$ cat config.mk
export PLATFORM = sky130hd
export DESIGN_NAME = drp_clock_reconfig
export DESIGN_NICKNAME = d
export VERILOG_FILES = /design/src/rtl/drp_clock_reconfig.sv
export SDC_FILE = /design/constraint.sdc
export NUM_CORES = 1
export LEC_CHECK = 0
export ABC_AREA = 1
export BUFFER_PORTS_ARGS = -buffer_cell sky130_fd_sc_hd__buf_4
export CAP_MARGIN = 20
export CORE_MARGIN = 2
export CORE_UTILIZATION = 45
export CTS_BUF_LIST = sky130_fd_sc_hd__clkbuf_16
export CTS_CLUSTER_SIZE = 14
export DETAILED_ROUTE_END_ITERATION = 8
export GPL_TIMING_DRIVEN = 0
export HOLD_SLACK_MARGIN = 0.05
export PLACE_DENSITY = 0.75
export SLEW_MARGIN = 15
export SYNTH_ARGS = -nofsm -noshare
export SYNTH_HDL_FRONTEND = slang
export SYNTH_SLANG_ARGS = --single-unit
$ cat constraint.sdc
create_clock -name dclk_in -period 1.45 [get_ports dclk_in]
set_clock_uncertainty 0.1 [all_clocks]
set_input_delay 0.145 -clock dclk_in [delete_from_list [all_inputs] [get_ports dclk_in]]
set_output_delay 0.145 -clock dclk_in [all_outputs]
set_load 0.01 [all_outputs]
$ cat src/rtl/drp_clock_reconfig.sv
// Re-triggerable DRP sequencer for the DCM: read-modify-write over a register table with
// the DCM held in reset, then release and wait for lock, with timeouts and error codes.
module drp_clock_reconfig #(
  parameter int DATA_WIDTH   = 8,
  parameter int SELECT_WIDTH = 3,
  parameter logic [SELECT_WIDTH-1:0] SEL_ID = 3'b001,
  parameter int D_ADDRESS    = 7,
  parameter int D_DATA       = 16,
  parameter int NUM_REGS     = 3,
  parameter logic [NUM_REGS*D_ADDRESS-1:0] REG_ADDR = {7'h51, 7'h41, 7'h50},
  parameter logic [NUM_REGS*D_DATA-1:0]    REG_KEEP = {16'hFFF3, 16'hFFFB, 16'h0000},
  parameter int MAX_DIV      = 8,
  parameter int DRDY_TIMEOUT = 255,
  parameter int LOCK_TIMEOUT = 65535
) (
  input  logic                    dclk_in,
  input  logic                    reset_n,
  input  logic [DATA_WIDTH-1:0]   conf_bus,
  input  logic [SELECT_WIDTH-1:0] sel,
  input  logic                    conf_valid,
  output logic                    conf_ready,
  output logic                    busy,
  output logic                    locked_out,
  output logic                    err,
  output logic [1:0]              err_code,
  output logic [DATA_WIDTH-1:0]   cur_div,
  output logic                    rst_dcm,
  output logic                    den,
  output logic                    dwe,
  output logic [D_ADDRESS-1:0]    daddr,
  output logic [D_DATA-1:0]       di,
  input  logic [D_DATA-1:0]       dout,
  input  logic                    drdy,
  input  logic                    dcm_locked
);

  localparam int DW = $clog2(DRDY_TIMEOUT + 1);
  localparam int LW = $clog2(LOCK_TIMEOUT + 1);

  typedef enum logic [2:0] {
    S_IDLE, S_READ_REQ, S_READ_WAIT, S_MODIFY,
    S_WRITE_REQ, S_WRITE_WAIT, S_RELEASE, S_WAIT_LOCK
  } state_t;

  state_t                  state, state_d;
  logic [1:0]              step;
  logic [DATA_WIDTH-1:0]   div;
  logic [D_DATA-1:0]       dout_cap;
  logic [DW-1:0]           drdy_cnt;
  logic [LW-1:0]           lock_cnt;
  logic                    lock_q;

  logic [D_ADDRESS-1:0]    addr_tbl [4];
  logic [D_DATA-1:0]       keep_tbl [4];
  logic [DATA_WIDTH-1:0]   req_div;
  logic                    accept, bad_div, drdy_to, lock_to, last_step;
  logic [7:0]              md_lo;
  logic [15:0]             md_full;
  logic [D_DATA-1:0]       md;

  // Tables padded to four entries so a 2-bit step never indexes past the end.
  for (genvar gi = 0; gi < 4; gi++) begin : g_tbl
    if (gi < NUM_REGS) begin : g_used
      assign addr_tbl[gi] = REG_ADDR[gi*D_ADDRESS +: D_ADDRESS];
      assign keep_tbl[gi] = REG_KEEP[gi*D_DATA +: D_DATA];
    end else begin : g_pad
      assign addr_tbl[gi] = '0;
      assign keep_tbl[gi] = '0;
    end
  end

  assign conf_ready = (state == S_IDLE);
  assign busy       = ~conf_ready;
  assign accept     = conf_ready && conf_valid && (sel == SEL_ID);
  assign req_div    = (conf_bus == '0) ? DATA_WIDTH'(1) : conf_bus;
  assign bad_div    = req_div > DATA_WIDTH'(MAX_DIV);
  assign drdy_to    = (drdy_cnt == DW'(DRDY_TIMEOUT - 1));
  assign lock_to    = (lock_cnt == LW'(LOCK_TIMEOUT - 1));
  assign last_step  = (step == 2'(NUM_REGS - 1));
  assign md_lo      = 8'({div, 1'b0} - {{DATA_WIDTH{1'b0}}, 1'b1});
  assign md_full    = {8'h01, md_lo};
  assign md         = D_DATA'(md_full);

  always_comb begin
    state_d = state;
    case (state)
      S_IDLE:       if (accept && !bad_div) state_d = S_READ_REQ;
      S_READ_REQ:   state_d = S_READ_WAIT;
      S_READ_WAIT:  if (drdy) state_d = S_MODIFY;
                    else if (drdy_to) state_d = S_IDLE;
      S_MODIFY:     state_d = S_WRITE_REQ;
      S_WRITE_REQ:  state_d = S_WRITE_WAIT;
      S_WRITE_WAIT: if (drdy) state_d = last_step ? S_RELEASE : S_READ_REQ;
                    else if (drdy_to) state_d = S_IDLE;
      S_RELEASE:    state_d = S_WAIT_LOCK;
      S_WAIT_LOCK:  if (lock_q || lock_to) state_d = S_IDLE;
      default:      state_d = S_IDLE;
    endcase
  end

  always_ff @(posedge dclk_in) begin
    if (!reset_n) begin
      state      <= S_IDLE;
      rst_dcm    <= 1'b1;
      den        <= 1'b0;
      dwe        <= 1'b0;
      daddr      <= '0;
      di         <= '0;
      locked_out <= 1'b0;
      err        <= 1'b0;
      err_code   <= 2'b00;
      cur_div    <= '0;
      div        <= '0;
      step       <= '0;
      dout_cap   <= '0;
      drdy_cnt   <= '0;
      lock_cnt   <= '0;
      lock_q     <= 1'b0;
    end else begin
      state  <= state_d;
      lock_q <= dcm_locked;
      den    <= 1'b0;
      dwe    <= 1'b0;
      case (state)
        S_IDLE: begin
          // Tracks live lock after a pass; stays low while the DCM is held in reset.
          locked_out <= lock_q & ~rst_dcm;
          if (accept) begin
            if (bad_div) begin
              err      <= 1'b1;
              err_code <= 2'b11;
            end else begin
              err        <= 1'b0;
              err_code   <= 2'b00;
              locked_out <= 1'b0;
              rst_dcm    <= 1'b1;
              step       <= '0;
              div        <= req_div;
            end
          end
        end
        S_READ_REQ: begin
          den      <= 1'b1;
          daddr    <= addr_tbl[step];
          drdy_cnt <= '0;
        end
        S_READ_WAIT: begin
          if (drdy) dout_cap <= dout;
          else if (drdy_to) begin
            err      <= 1'b1;
            err_code <= 2'b01;
          end else drdy_cnt <= drdy_cnt + DW'(1);
        end
        S_MODIFY: di <= (dout_cap & keep_tbl[step]) | ((step == 2'd0) ? md : '0);
        S_WRITE_REQ: begin
          den      <= 1'b1;
          dwe      <= 1'b1;
          daddr    <= addr_tbl[step];
          drdy_cnt <= '0;
        end
        S_WRITE_WAIT: begin
          if (drdy) step <= step + 2'd1;
          else if (drdy_to) begin
            err      <= 1'b1;
            err_code <= 2'b01;
          end else drdy_cnt <= drdy_cnt + DW'(1);
        end
        S_RELEASE: begin
          rst_dcm  <= 1'b0;
          lock_cnt <= '0;
        end
        S_WAIT_LOCK: begin
          if (lock_q) begin
            locked_out <= 1'b1;
            cur_div    <= div;
          end else if (lock_to) begin
            err      <= 1'b1;
            err_code <= 2'b10;
            rst_dcm  <= 1'b1;
          end else lock_cnt <= lock_cnt + LW'(1);
        end
        default: ;
      endcase
    end
  end

endmodule
==> qor.yml <==
worst_setup_path:
  cp_slowest_cell: "dfxtp_4"
  cp-end-kind: "flip-flop"
  cp_num_cells: 11
  worstPathRequired_ns: 1.63
  path_delay_family: "simple AND/OR/NAND/NOR gates"
  worst_setup_path_start_kind: "flip-flop"
  cp.arrival_ns: 1.85
  crit_chain: "buf_4 > nand3_1 > inv_1 > nand2_1 > inv_1 > nand2_1 > nand2_1 > nand3_1 > nor2_1 > nor2_1 > nor2_1"
  path_buf_inv: 3
  crit_fanout: 4
  max_stage_delay_ns: 0.39
  rr_worst_depth: 11
  critPathKind: "reg -> reg"
grt:
  grt_pass1_vias: 4523
  globalRouteTotalUtil: 0.257
  antenna_found_initial: 0
  grt_pass1_wl_um: 21300
  grt_util_met2: 0.435
  busiest_layer: "met2"
  grt_overflow: 0
  grt_max_degree: 17
  gr-usage-met3: 0.0520
  use_met1: 0.315
sta:
  rsz0062_at_grt: "true"
  slew_viol_final: 0
  fin_crit_ns: 1.67
  hold_violations: 0
  fin_ws_ns: -0.221
  relSlewSlack: 0.470
  min_period_over_period: 1.15
  setup_viol: 76
  worst_pin_slew_ns: 0.795
  timing.fmax_mhz: 599
cells_and_area:
  drive_gt1_frac: 0.459
  fill_cells: 539
  area.sequential_um2: 1790
  multi_input_area_um2: 2890
  nets: 788
  diodes: 0
  finalNonFillerCells: 880
  area_growth_pct: 58.1
power_and_ir_drop:
  power.density_nw_per_um2: 1330
  p_seq_frac: 0.303
  switching_power_uw: 3530
  p_clk_frac: 0.246
  switching_share: 0.385
  power.share.combinational: 0.451
  leakage_uw: 0.00273
  power.total_uw: 9150
  internal_power_uw: 5630
  vdd_drop_max_mv: 0.940
floorplanning:
  core_area_um2: 9330
  die_x_um: 102
  design.die.area_um2: 10500
  io_pins: 72
  rows: 35
  initial_core_util: 0.467
  die_h_um: 102
routing:
  drt_iter0_drc: 420
  vias: 4979
  avgViaCountPerCell: 5.66
  finalWirelength_um: 15800
  first_pass_iters: 5
  post_drt_wl_per_cell_um: 17.9
  ant_nets: 0
  drc: 0
synthesis:
  ys_ff_latch: 87
  ys_async_sr_fraction: 0
  syn_inst: 597
  avgSynthCellArea_um2: 7.29
  ys_types: 39
  ys_warn_count: 0
  synth-seq-area-share: 0.400
  netlist_area_um2: 4350
  ys.flop_type: "dfxtp_1"
  synth_edf_count: 0
clock_tree:
  htreeDepth: 3
  cts.path.max_buffers: 2
  root_buffer: "clkbuf_16"
  worstSkewPairLatency_ns: 0.34
  clk_pin_slew_worst_paths_ns: 0.07
  cts_tree: "built"
  numCtsBuffers: 9
  clock-sinks: 87
placed_design:
  dpl.cell_count: 795
  place_ws_ns: -0.434
  port_buffers: 66
  dpl.hpwl_um: 7930
  gp_congestion: 0.878
status:
  violations: "setup timing"
  run_status: "complete, but fails checks"
hold_path:
  hold_depth: 5
  worstHoldPathType: "in -> reg"
run:
  maxCapViolCount: 0
[worst min-delay path, delay by kind of cell]
family / cells / cell delay, ns
buffers and inverters: 2 / 0.21
and+or+nand+nor: 3 / 0.17
[cell families after synthesis]
group / after synthesis / share of synthesized area
and+or+nand+nor: 276 / 0.302
AOI/OAI and AO/OA: 125 / 0.158
DFF: 87 / 0.400
buffers and inverters: 86 / 0.0868
xor gates and xnor gates: 12 / 0.0242
adders and majority gates: 10 / 0.0288
other: 1 / 0.000862
[final timing paths]
check | startpoint | end | slack, ns
max reg2reg | lock_cnt[0]$_SDFFE_PN0P_ | lock_cnt[15]$_SDFFE_PN0P_ | -0.22
min reg2reg | dout_cap[10]$_SDFFE_PN0P_ | dout_cap[10]$_SDFFE_PN0P_ | 0.37
min | reset_n | lock_cnt[2]$_SDFFE_PN0P_ | 0.12
max | lock_cnt[0]$_SDFFE_PN0P_ | lock_cnt[15]$_SDFFE_PN0P_ | -0.22
[per-layer routing]
layer / vias to the layer above / wire length (um)
met2: 328 / 7900
met4: 0 / 566
met1: 2342 / 5950
met3: 60 / 1340
li1: 2249 / -
met5: - / 0
[through the flow]
step	utilization	TNS [ns]	area, um^2	hold slack (ns)
after floorplan	-	-0.502	4410	0.143
after global routing	0.737	-13.64	6880	0.131
after detailed placement	0.543	-14.90	5070	0.240
after global placement	0.543	-12.32	5070	0.244
after CTS	0.664	-4.64	6190	0.0671
final	0.737	-9.02	6880	0.120
[repair_timing]
item	4_1_cts	5_1_grt
hold endpoints to repair	21	0
pin swaps	34	46
setup endpoints to repair	81	85
buffers inserted	29	14
resized for setup	109	171
hold buffers	21	0
cloned	2	3
[synthesized netlist by cell type (2+ instances only)]
cell,number,share of area
a21oi_1,70,0.081
a21oi_2,9,0.018
buf_2,3,0.0034
buf_4,5,0.0086
buf_6,4,0.010
clkbuf_1,13,0.011
dfxtp_1,87,0.40
ha_1,10,0.029
inv_1,51,0.044
inv_2,7,0.0060
nand2_1,119,0.10
nand2_2,5,0.0072
nand2_4,4,0.010
nand3_1,48,0.055
nand3_4,3,0.012
nand4_1,7,0.010
nor2_1,64,0.055
nor2_2,7,0.010
nor2_4,5,0.013
nor3_1,9,0.010
o211a_1,2,0.0046
o211ai_1,2,0.0034
o21ai_0,33,0.038
o21ai_1,4,0.0046
o21bai_1,2,0.0034
xnor2_1,2,0.0040
xor2_1,10,0.020
[cells in the final DEF (no fill, tap or decap), types with 15 or more instances in the layout]
cell           Yosys  layout
buf_4              5      96
nand2_1          119      83
dfxtp_1           87      62
nor2_1            64      51
nand3_1           48      41
inv_1             51      39
a21oi_2            9      38
a21oi_1           70      38
nand2_2            5      24
dlygate4sd3_1      0      21
dfxtp_2            0      20
nand2_4            4      18
buf_6              4      17
nor2_4             5      16
o21ai_2            0      15
[layout make-up]
cell class / instances / share of cell area
well taps: 129 / 0.0235
repair buffers: 135 / 0.181
flip-flops and latches: 87 / 0.260
clock buffers: 9 / 0.0327
multi-input cells: 427 / 0.420
clock inverters: 7 / 0.00782
inverters: 60 / 0.0407
plain buffers: 26 / 0.0346
[power groups by stage]
stage | sequential [uW] | clock, uW | combinational (uW)
floorplan | 2790 | 0 | 1600
global placement | 2770 | 0 | 2220
detailed placement | 2770 | 0 | 2270
CTS | 2740 | 2220 | 3370
global route | 2790 | 2340 | 4350
finish | 2780 | 2250 | 4130
[registers in the layout, summed over array words and instances (netlist names), 3 cells and up]
register and count:
drdy_cnt 8, lock_cnt 16, cur_div 8, di 16
state 3, dout_cap 15, daddr 3, div 8
No activity file was read; power rests on OpenSTA's default activity.
